--- src/rtl/modn_timer_ctrl_pkg.sv ---
// -----------------------------------------------------------------------------
// modn_pkg
// Shared definitions for the mod-N timer controller:
//   state_e : controller FSM state encoding (also driven out on state_o)
//   MIN_N   : smallest legal modulus; cfg_n values below it are rejected
// -----------------------------------------------------------------------------
package modn_pkg;

    typedef enum logic [1:0] {
        IDLE  = 2'd0,
        RUN   = 2'd1,
        PAUSE = 2'd2,
        DONE  = 2'd3
    } state_e;

    localparam int MIN_N = 2;

endpackage : modn_pkg

--- src/rtl/modn_timer_ctrl_if.sv ---
// -----------------------------------------------------------------------------
// modn_timer_ctrl_if
// Configuration handshake between a host (master) and the timer controller
// (slave).
//   cfg_valid    : master offers a configuration
//   cfg_ready    : slave can accept it (controller is IDLE)
//   cfg_n        : requested modulus
//   cfg_periodic : 1 = free-running, 0 = one-shot
//   cfg_reps     : one-shot runs cfg_reps+1 periods
//   cfg_err      : one-cycle pulse after an illegal cfg_n was rejected
// -----------------------------------------------------------------------------
interface modn_timer_ctrl_if
    import modn_pkg::*;
#(
    parameter int WIDTH = 4,
    parameter int RPT_W = 4
);

    logic             cfg_valid;
    logic             cfg_ready;
    logic [WIDTH-1:0] cfg_n;
    logic             cfg_periodic;
    logic [RPT_W-1:0] cfg_reps;
    logic             cfg_err;

    modport master (
        output cfg_valid,
        output cfg_n,
        output cfg_periodic,
        output cfg_reps,
        input  cfg_ready,
        input  cfg_err
    );

    modport slave (
        input  cfg_valid,
        input  cfg_n,
        input  cfg_periodic,
        input  cfg_reps,
        output cfg_ready,
        output cfg_err
    );

endinterface : modn_timer_ctrl_if

--- src/rtl/modn_timer_ctrl_count_core.sv ---
// -----------------------------------------------------------------------------
// modn_count_core
// Mod-n up counter with clear and enable.
//   clk, reset : clock and synchronous active-high reset
//   en_i       : advance the count this cycle
//   clr_i      : force the count to zero (wins over en_i)
//   n_i        : modulus; the count runs 0..n_i-1
//   q_o        : current count
//   wrap_o     : en_i && q_o == n_i-1 (the count returns to 0 next cycle)
// -----------------------------------------------------------------------------
module modn_count_core
    import modn_pkg::*;
#(
    parameter int WIDTH = 4
) (
    input  logic             clk,
    input  logic             reset,
    input  logic             en_i,
    input  logic             clr_i,
    input  logic [WIDTH-1:0] n_i,
    output logic [WIDTH-1:0] q_o,
    output logic             wrap_o
);

    localparam logic [WIDTH-1:0] ONE = WIDTH'(1);

    logic [WIDTH-1:0] q_q;
    logic [WIDTH-1:0] q_d;
    logic             at_top;

    assign at_top = (q_q == (n_i - ONE));

    always_comb begin
        q_d = q_q;
        if (clr_i) begin
            q_d = '0;
        end else if (en_i) begin
            q_d = at_top ? '0 : (q_q + ONE);
        end
    end

    always_ff @(posedge clk) begin
        if (reset) begin
            q_q <= '0;
        end else begin
            q_q <= q_d;
        end
    end

    assign q_o    = q_q;
    assign wrap_o = en_i && at_top;

endmodule : modn_count_core

--- src/rtl/modn_timer_ctrl.sv ---
// -----------------------------------------------------------------------------
// modn_timer_ctrl
// Run-time controller for a mod-N counter: takes modulus/mode configuration
// over a valid/ready handshake, runs one-shot (reps+1 periods) or periodic,
// supports pause and stop, and flags terminal count and completion.
//   clk, reset : clock and synchronous active-high reset
//   cfg        : configuration handshake (slave side)
//   start_i    : level, only looked at in IDLE
//   pause_i    : level, counter holds while high
//   stop_i     : level, abort to IDLE
//   q_o        : current count
//   tc_o       : high in each cycle the count wraps N-1 -> 0
//   busy_o     : state is RUN or PAUSE
//   done_o     : high for the single DONE cycle
//   state_o    : current FSM state
// -----------------------------------------------------------------------------
module modn_timer_ctrl
    import modn_pkg::*;
#(
    parameter int WIDTH     = 4,
    parameter int DEFAULT_N = 12,
    parameter int RPT_W     = 4
) (
    input  logic             clk,
    input  logic             reset,
    modn_timer_ctrl_if.slave cfg,
    input  logic             start_i,
    input  logic             pause_i,
    input  logic             stop_i,
    output logic [WIDTH-1:0] q_o,
    output logic             tc_o,
    output logic             busy_o,
    output logic             done_o,
    output state_e           state_o
);

    localparam logic [WIDTH-1:0] MIN_N_W = WIDTH'(MIN_N);
    localparam logic [WIDTH-1:0] DEF_N_W = WIDTH'(DEFAULT_N);
    localparam logic [RPT_W-1:0] ONE_R   = RPT_W'(1);

    state_e           state_q;
    logic [WIDTH-1:0] n_q;
    logic             periodic_q;
    logic [RPT_W-1:0] reps_q;
    logic [RPT_W-1:0] rep_cnt_q;
    logic             cfg_err_q;

    logic             cnt_en;
    logic             cnt_clr;
    logic             cnt_wrap;
    logic             last_period;
    logic             busy;

    assign busy = (state_q == RUN) || (state_q == PAUSE);

    // Counting only happens in RUN with neither stop nor pause, which is
    // exactly when a wrap may raise tc. The count is held at zero outside
    // a run and cleared when a run is aborted.
    assign cnt_en  = (state_q == RUN) && !stop_i && !pause_i;
    assign cnt_clr = (state_q == IDLE) || (state_q == DONE) || (busy && stop_i);

    modn_count_core #(
        .WIDTH (WIDTH)
    ) u_core (
        .clk    (clk),
        .reset  (reset),
        .en_i   (cnt_en),
        .clr_i  (cnt_clr),
        .n_i    (n_q),
        .q_o    (q_o),
        .wrap_o (cnt_wrap)
    );

    assign last_period = !periodic_q && (rep_cnt_q == reps_q);

    always_ff @(posedge clk) begin
        if (reset) begin
            state_q    <= IDLE;
            n_q        <= DEF_N_W;
            periodic_q <= 1'b0;
            reps_q     <= '0;
            rep_cnt_q  <= '0;
            cfg_err_q  <= 1'b0;
        end else begin
            cfg_err_q <= 1'b0;
            case (state_q)
                IDLE: begin
                    // Mode and repeat count are taken even when the modulus
                    // is rejected; only n keeps its old value.
                    if (cfg.cfg_valid) begin
                        if (cfg.cfg_n >= MIN_N_W) begin
                            n_q <= cfg.cfg_n;
                        end else begin
                            cfg_err_q <= 1'b1;
                        end
                        periodic_q <= cfg.cfg_periodic;
                        reps_q     <= cfg.cfg_reps;
                    end
                    if (start_i) begin
                        state_q   <= RUN;
                        rep_cnt_q <= '0;
                    end
                end
                RUN: begin
                    if (stop_i) begin
                        state_q <= IDLE;
                    end else if (pause_i) begin
                        state_q <= PAUSE;
                    end else if (cnt_wrap) begin
                        if (last_period) begin
                            state_q <= DONE;
                        end else if (rep_cnt_q == reps_q) begin
                            // Periodic mode: recycle so rep_cnt stays <= reps.
                            rep_cnt_q <= '0;
                        end else begin
                            rep_cnt_q <= rep_cnt_q + ONE_R;
                        end
                    end
                end
                PAUSE: begin
                    if (stop_i) begin
                        state_q <= IDLE;
                    end else if (!pause_i) begin
                        state_q <= RUN;
                    end
                end
                DONE: begin
                    state_q <= IDLE;
                end
                default: begin
                    state_q <= IDLE;
                end
            endcase
        end
    end

    assign cfg.cfg_ready = (state_q == IDLE);
    assign cfg.cfg_err   = cfg_err_q;
    assign tc_o          = cnt_wrap;
    assign busy_o        = busy;
    assign done_o        = (state_q == DONE);
    assign state_o       = state_q;

endmodule : modn_timer_ctrl

--- src/flat_wrapper.sv ---
// flat-port wrapper written by rule: the top's interface ports become plain ports
module modn_timer_ctrl_flat import modn_pkg::*;
#(
    parameter int WIDTH     = 4,
    parameter int DEFAULT_N = 12,
    parameter int RPT_W     = 4
)
  (clk, reset, start_i, pause_i, stop_i, q_o, tc_o, busy_o, done_o, state_o, cfg_cfg_valid, cfg_cfg_n, cfg_cfg_periodic, cfg_cfg_reps, cfg_cfg_ready, cfg_cfg_err);
  modn_timer_ctrl_if #(.WIDTH(WIDTH), .RPT_W(RPT_W)) cfg_i ();
  input  logic clk;
  input  logic reset;
  input  logic start_i;
  input  logic pause_i;
  input  logic stop_i;
  output logic [WIDTH-1:0] q_o;
  output logic tc_o;
  output logic busy_o;
  output logic done_o;
  output state_e state_o;
  input wire logic [$bits(cfg_i.cfg_valid)-1:0] cfg_cfg_valid;
  input wire logic [$bits(cfg_i.cfg_n)-1:0] cfg_cfg_n;
  input wire logic [$bits(cfg_i.cfg_periodic)-1:0] cfg_cfg_periodic;
  input wire logic [$bits(cfg_i.cfg_reps)-1:0] cfg_cfg_reps;
  output wire logic [$bits(cfg_i.cfg_ready)-1:0] cfg_cfg_ready;
  output wire logic [$bits(cfg_i.cfg_err)-1:0] cfg_cfg_err;
  assign cfg_i.cfg_valid = cfg_cfg_valid;
  assign cfg_i.cfg_n = cfg_cfg_n;
  assign cfg_i.cfg_periodic = cfg_cfg_periodic;
  assign cfg_i.cfg_reps = cfg_cfg_reps;
  assign cfg_cfg_ready = cfg_i.cfg_ready;
  assign cfg_cfg_err = cfg_i.cfg_err;
  modn_timer_ctrl #(.WIDTH(WIDTH), .DEFAULT_N(DEFAULT_N), .RPT_W(RPT_W)) u_core (.clk(clk), .reset(reset), .cfg(cfg_i), .start_i(start_i), .pause_i(pause_i), .stop_i(stop_i), .q_o(q_o), .tc_o(tc_o), .busy_o(busy_o), .done_o(done_o), .state_o(state_o));
endmodule
--- config.mk ---
export PLATFORM = sky130hd
export DESIGN_NAME = modn_timer_ctrl_flat
export DESIGN_NICKNAME = d
export VERILOG_FILES = /design/src/rtl/modn_timer_ctrl_pkg.sv /design/src/rtl/modn_timer_ctrl_if.sv /design/src/rtl/modn_timer_ctrl_count_core.sv /design/src/rtl/modn_timer_ctrl.sv /design/src/flat_wrapper.sv
export SDC_FILE = /design/constraint.sdc
export NUM_CORES = 1
export LEC_CHECK = 0
export BUFFER_PORTS_ARGS = -buffer_cell sky130_fd_sc_hd__buf_2
export CORE_UTILIZATION = 59
export CTS_BUF_LIST = sky130_fd_sc_hd__clkbuf_4 sky130_fd_sc_hd__clkbuf_8
export CTS_CLUSTER_DIAMETER = 50
export DETAILED_ROUTE_END_ITERATION = 10
export PLACE_DENSITY = 0.95
export SYNTH_ARGS = -nofsm -noshare
export SYNTH_HDL_FRONTEND = slang
export SYNTH_HIERARCHICAL = 1
export SYNTH_SLANG_ARGS = --single-unit
--- constraint.sdc ---
create_clock -name clk -period 7.3 [get_ports clk]
set_input_delay 1.095 -clock clk [delete_from_list [all_inputs] [get_ports clk]]
set_output_delay 1.095 -clock clk [all_outputs]
set_load 0.01 [all_outputs]
After elaboration in Yosys (flattened, before gate mapping)
Index checks and enable logic that the tools add are counted.

storage, ports and cells
  register bits = 20
  bits in latches = 0
  bits in writable memories = 0
  ROM bits = 0
  input bits = 15
  output and inout bits = 11
  logic and storage cells = 62
  memories kept = 0

cells by class
  add/subtract/negate cells = 3
  multiply operators = 0
  divide/modulo/power cells = 0
  order comparisons = 1
  equal/unequal tests = 13
  shifts and indexed selects = 0
  muxes and demuxes = 17
  bitwise gates (word level) = 2
  reduce and logical (&&, ||, !) cells = 19

operators by type and width
  kind                   number
  $mux W4                7
  $mux W2                7
  $ne A2 B2 Y1 const B   5
  $add A4 B1 Y4 const B  2
  $eq A4 B4 Y1           2
  $pmux W2 S4            1
  $pmux W4 S2            1
  $reduce_and A6 Y1      1
  $logic_and A1 B1 Y1    5
  $eq A2 B2 Y1 const B   2
  $ge A4 B2 Y1 const B   1
  $ne A4 B3 Y1 const B   1
  $ne A4 B4 Y1 const B   1
  $reduce_and A4 Y1      1
  $sub A4 B1 Y4 const B  1
  $logic_not A1 Y1       3
  $logic_or A1 B1 Y1     3
  $ne A3 B3 Y1 const B   1
  $reduce_and A3 Y1      1
  $reduce_or A3 Y1       1
  $eq A2 B1 Y1 const B   1
  $logic_not A2 Y1       1
  $not A1 Y1             2
  $reduce_and A2 Y1      1
  other kinds (3)        3

Depth between registers and ports, before layout
  depth after elaboration = 8
  gate-level depth with buffers = 11
  depth with buffers taken out = 11

By module
Netlist, hierarchy kept.

by module, submodules not included
  module           times used  cells an instance  area an instance (µm²)  sequential area each (µm²)
  modn_timer_ctrl  1           90                 810.8                   320.3
  modn_count_core  1           26                 284.0                   80.1

Worst setup path before layout
No wires, ideal clock.

  path kind = input port to output port
  start point = input port stop_i
  end point = output port tc_o
  arrival = 2.055 ns
  data required time = 6.205 ns
  setup slack = 4.150 ns
  cell stages on the path = 4
  buffers on the path = 0
  cell sequence = nand2b_1 -> nor2_1 -> and4_4 -> and2_1

between the ends
  word-level cells in the longest chain between the ends = 4

ends and longest elaborated chain
  item                               line                              text
  from (decl)                        flat_wrapper.sv:14                input logic stop_i;
  $logic_not A1 Y1                   modn_timer_ctrl.sv:59             assign cnt_en = (state_q == RUN) && !stop_i && !pause_i;
  $logic_and A1 B1 Y1 (2 in series)  modn_timer_ctrl.sv:59
  net u_core.cnt_en                  modn_timer_ctrl.sv:48             logic cnt_en;
  $logic_and A1 B1 Y1                modn_timer_ctrl_count_core.sv:51  assign wrap_o = en_i && at_top;
  to (decl)                          flat_wrapper.sv:16                output logic tc_o;

The timed path passes the listed nets, and every way through them passes these cells.

Worst setup path after layout
Ends and elaborated chain as after synthesis.

==> metrics.md <==
| Metric | Value |
|---|---|
| Post-Syn Area | 1090 um2 |
| Vias in the first global route | 825 |
| Hold buffers post-CTS | 0 |
| Post-synth EDFFs | 0 |
| # diodes | 0 |
| Crit path arrival time | 2.44 ns |
| Worst path slowest cell | nor2_1 |
| Die X | 45.1 um |
| RSZ-0062 raised after global routing | false |
| Avg Cell Area, Syn | 9.44 um2 |
| Sw Ratio | 27.3% |
| Clk buf depth | 2 |
| PortBufs | 25 |
| Post-cts gate resize count | 0 |
| Worst stage delay on the critical path | 0.41 ns |
| Pleak | 0.581 nW |
| Final Util | 75.0% |
| Clock skew | 0.0115 ns |
| Multi-input gate area | 671 um2 |
| Setup-failing EPs final | 0 |
| Crit path time final | 3.54 ns |
| Startpoint Class | primary input |
| Final period util | 48.5% |
| # DRC | 0 |
| RePlAce Congestion | 0.775 |
| Worst-path clk slew | 0.12 ns |
| Sequential cell area | 400 um2 |
| Most used cell, CP | buf_2 |
| Iter 0 DRT Violations | 7 |
| Pin count of the biggest net entering global routing | 18 |
| Worst R2R Setup Slack | 4.53 ns |
| Sequential cell area fraction in the yosys report | 36.6% |
| Final nets | 166 |
| CTS tree | yes |
| Number of antenna violations at the first check in global routing | 0 |
| Reg power frac | 45.0% |
| Layout area overhead | 18.3% |
| Routed Antenna Nets | 0 |
| First drt pass iteration count | 4 |
| Power per cell area | 211 nW/um2 |
| Post-synth ARST share | 0% |
| Clk root buf | clkbuf_4 |
| Total core area | 1730 um2 |
| Maximum capacitance violations | 0 |
| Final WS setup | 3.76 ns |
| Delay-heaviest family, CP | simple AND/OR/NAND/NOR gates |
| Chip Height | 45.1 um |
| Worst Tran Pin Value | 0.513 ns |
| Clk_lat worst skew | 0.30 ns |
| DP Wirelength | 1610 um |
| Vias | 927 |
| Post-CTS setup buffers | 0 |
| P_sw | 0.0746 mW |
| Vias per inst | 5.52 |
| WP buf/inv | 2 |
| Layout cells sized above 1 | 24.5% |
| Total Wirelength | 2130 um |
| Main flop type after synthesis | dfxtp_1 |
| Core Rows | 15 |
| Fin. max-slew vios | 0 |
| Post-Synthesis Cells | 116 |
| Io pins | 26 |
| Final Hold Viols | 0 |
| First-pass GRT wire length | 3390 um |
| Total Routing Usage GR | 23.2% |
| Power share of the combinational group | 22.7% |
| Fill cell count | 128 |
| Congestion Overflow GR | 0 |
| Starting density of the core | 63.4% |
| Total CTS buffers | 3 |
| Avg WL per Cell | 12.7 um |
| Crit Path Class | primary input to output port |
| Worst path cell trace | buf_2 -> nand2b_1 -> nor2_1 -> and4_4 -> and2_1 -> buf_2 |
| Required time of the critical path | 6.20 ns |
| Relative slew slack | 65.7% |
| Seq cells post-synth | 20 |
| Crit-path max FO | 7 |
| H-tree depth | 1 |
| Min-delay worst type | register to register |
| Clk pwr share | 32.3% |
| CP Capture Type | output port |
| Post-Route Setup TNS | 0 ns |
| Status | finished, final reports clean |
| Die area | 2030 um2 |
| Clock Sinks | 20 |
| Peak supply drop | 0.000199 V |
| Yosys warns | 6 |
| Netlist cell types | 35 |
| Dpl ws | 3.80 ns |
| Cell Int Power | 0.199 mW |
| Synthesized Nets | 138 |
| Fmax | 283 MHz |
==> cells in the mapped netlist (2+ instances only) <==
cell type	instances	area [um2]
a2111oi_1	3	30.0
a21oi_1	6	30.0
a21oi_2	2	17.5
a221o_1	2	20.0
and2_1	2	12.5
dfxtp_1	20	400
ha_1	7	87.6
inv_1	4	15.0
mux2i_1	3	30.0
nand2_1	15	56.3
nand2b_1	3	18.8
nand3_1	2	10.0
nand3b_1	2	15.0
nor2_1	8	30.0
nor2b_1	3	18.8
nor3_1	4	20.0
xnor2_1	4	35.0
xor2_1	9	78.8
==> power by group through the flow <==
| stage | sequential, mW | clock [mW] | combinational [mW] |
|---|---|---|---|
| after detailed placement | 0.125 | 0 | 0.0621 |
| after CTS | 0.123 | 0.0907 | 0.0624 |
| final | 0.123 | 0.0885 | 0.0621 |
| after global placement | 0.125 | 0 | 0.0596 |
| after floorplan | 0.124 | 0 | 0.0472 |
| after global routing | 0.124 | 0.0940 | 0.0694 |
==> state kept, by name, indices dropped and copies added, names as in the netlist <==
register,cells
u_core/reps_q,4
u_core/periodic_q,1
u_core/rep_cnt_q,4
u_core/state_o,2
u_core/cfg.cfg_err,1
u_core/n_q,4
u_core/u_core/q_o,4
==> per-stage QoR <==
step,std cells,hold slack (ns),instance area (um2),power [mW]
global placement,164,0.457,1240,0.185
global route,168,0.502,1290,0.288
CTS,168,0.485,1290,0.276
finish,168,0.478,1290,0.274
detailed placement,164,0.468,1240,0.188
floorplan,116,0.448,1090,0.172
==> path summary, 6_finish.rpt <==
| check | start | endpoint | depth (start not counted) |
|---|---|---|---|
| hold reg to reg | u_core/reps_q[1]$_SDFFE_PP0P_ | u_core/reps_q[1]$_SDFFE_PP0P_ | 2 |
| setup / recovery | stop_i | tc_o | 6 |
| setup reg to reg | u_core/state_o[1]$_SDFFE_PP0P_ | u_core/rep_cnt_q[1]$_SDFFE_PP0P_ | 11 |
| hold / removal | u_core/reps_q[1]$_SDFFE_PP0P_ | u_core/reps_q[1]$_SDFFE_PP0P_ | 2 |
==> area by class of cell <==
type                    count  share of cell area (%)
multi-input cells          90                    51.8
clock inverters             1                    2.32
clock buffers               3                    1.74
repair buffers             25                    9.66
flip-flops and latches     20                    30.9
inverters                   4                    1.16
well taps                  25                    2.42
==> kinds of logic (layout without fill, tap and decap cells) <==
family	Yosys count	after routing	share of synthesized area (%)
AND/OR/NAND/NOR	45	45	22.5
AO/OA/AOI/OAI	21	21	15.5
flip-flops	20	20	36.6
XOR/XNOR	14	14	12.5
adder cells (fa/ha/maj)	7	7	8.00
buffers and inverters	6	33	2.17
multiplexers	3	3	2.74
==> worst min-delay path, stage by stage (launching register included) <==
cell,delay (ns)
dfxtp_1,0.34
nand2_1,0.05
a21oi_1,0.05
==> cells in the final DEF, fill, tap and decap left out, types with 2 or more instances in the layout <==
master,Yosys,routed
buf_2,1,25
dfxtp_1,20,20
nand2_1,15,15
xor2_1,9,9
nor2_1,8,8
ha_1,7,7
a21oi_1,6,6
inv_1,4,4
nor3_1,4,4
xnor2_1,4,4
clkbuf_4,0,3
nand2b_1,3,3
nor2b_1,3,3
mux2i_1,3,3
a2111oi_1,3,3
nand3b_1,2,2
and2_1,2,2
a21oi_2,2,2
a221o_1,2,2
nand3_1,2,2
==> per-layer routing <==
layer  wire length, um  GRT usage (%)  vias to the layer above
li1                  -              -                      463
met1               986           29.3                      432
met2              1030           38.6                       28
met3                82           3.20                        4
met4                26           11.5                        0
met5                 0              0                        -
(Power assumes the default switching activity.)
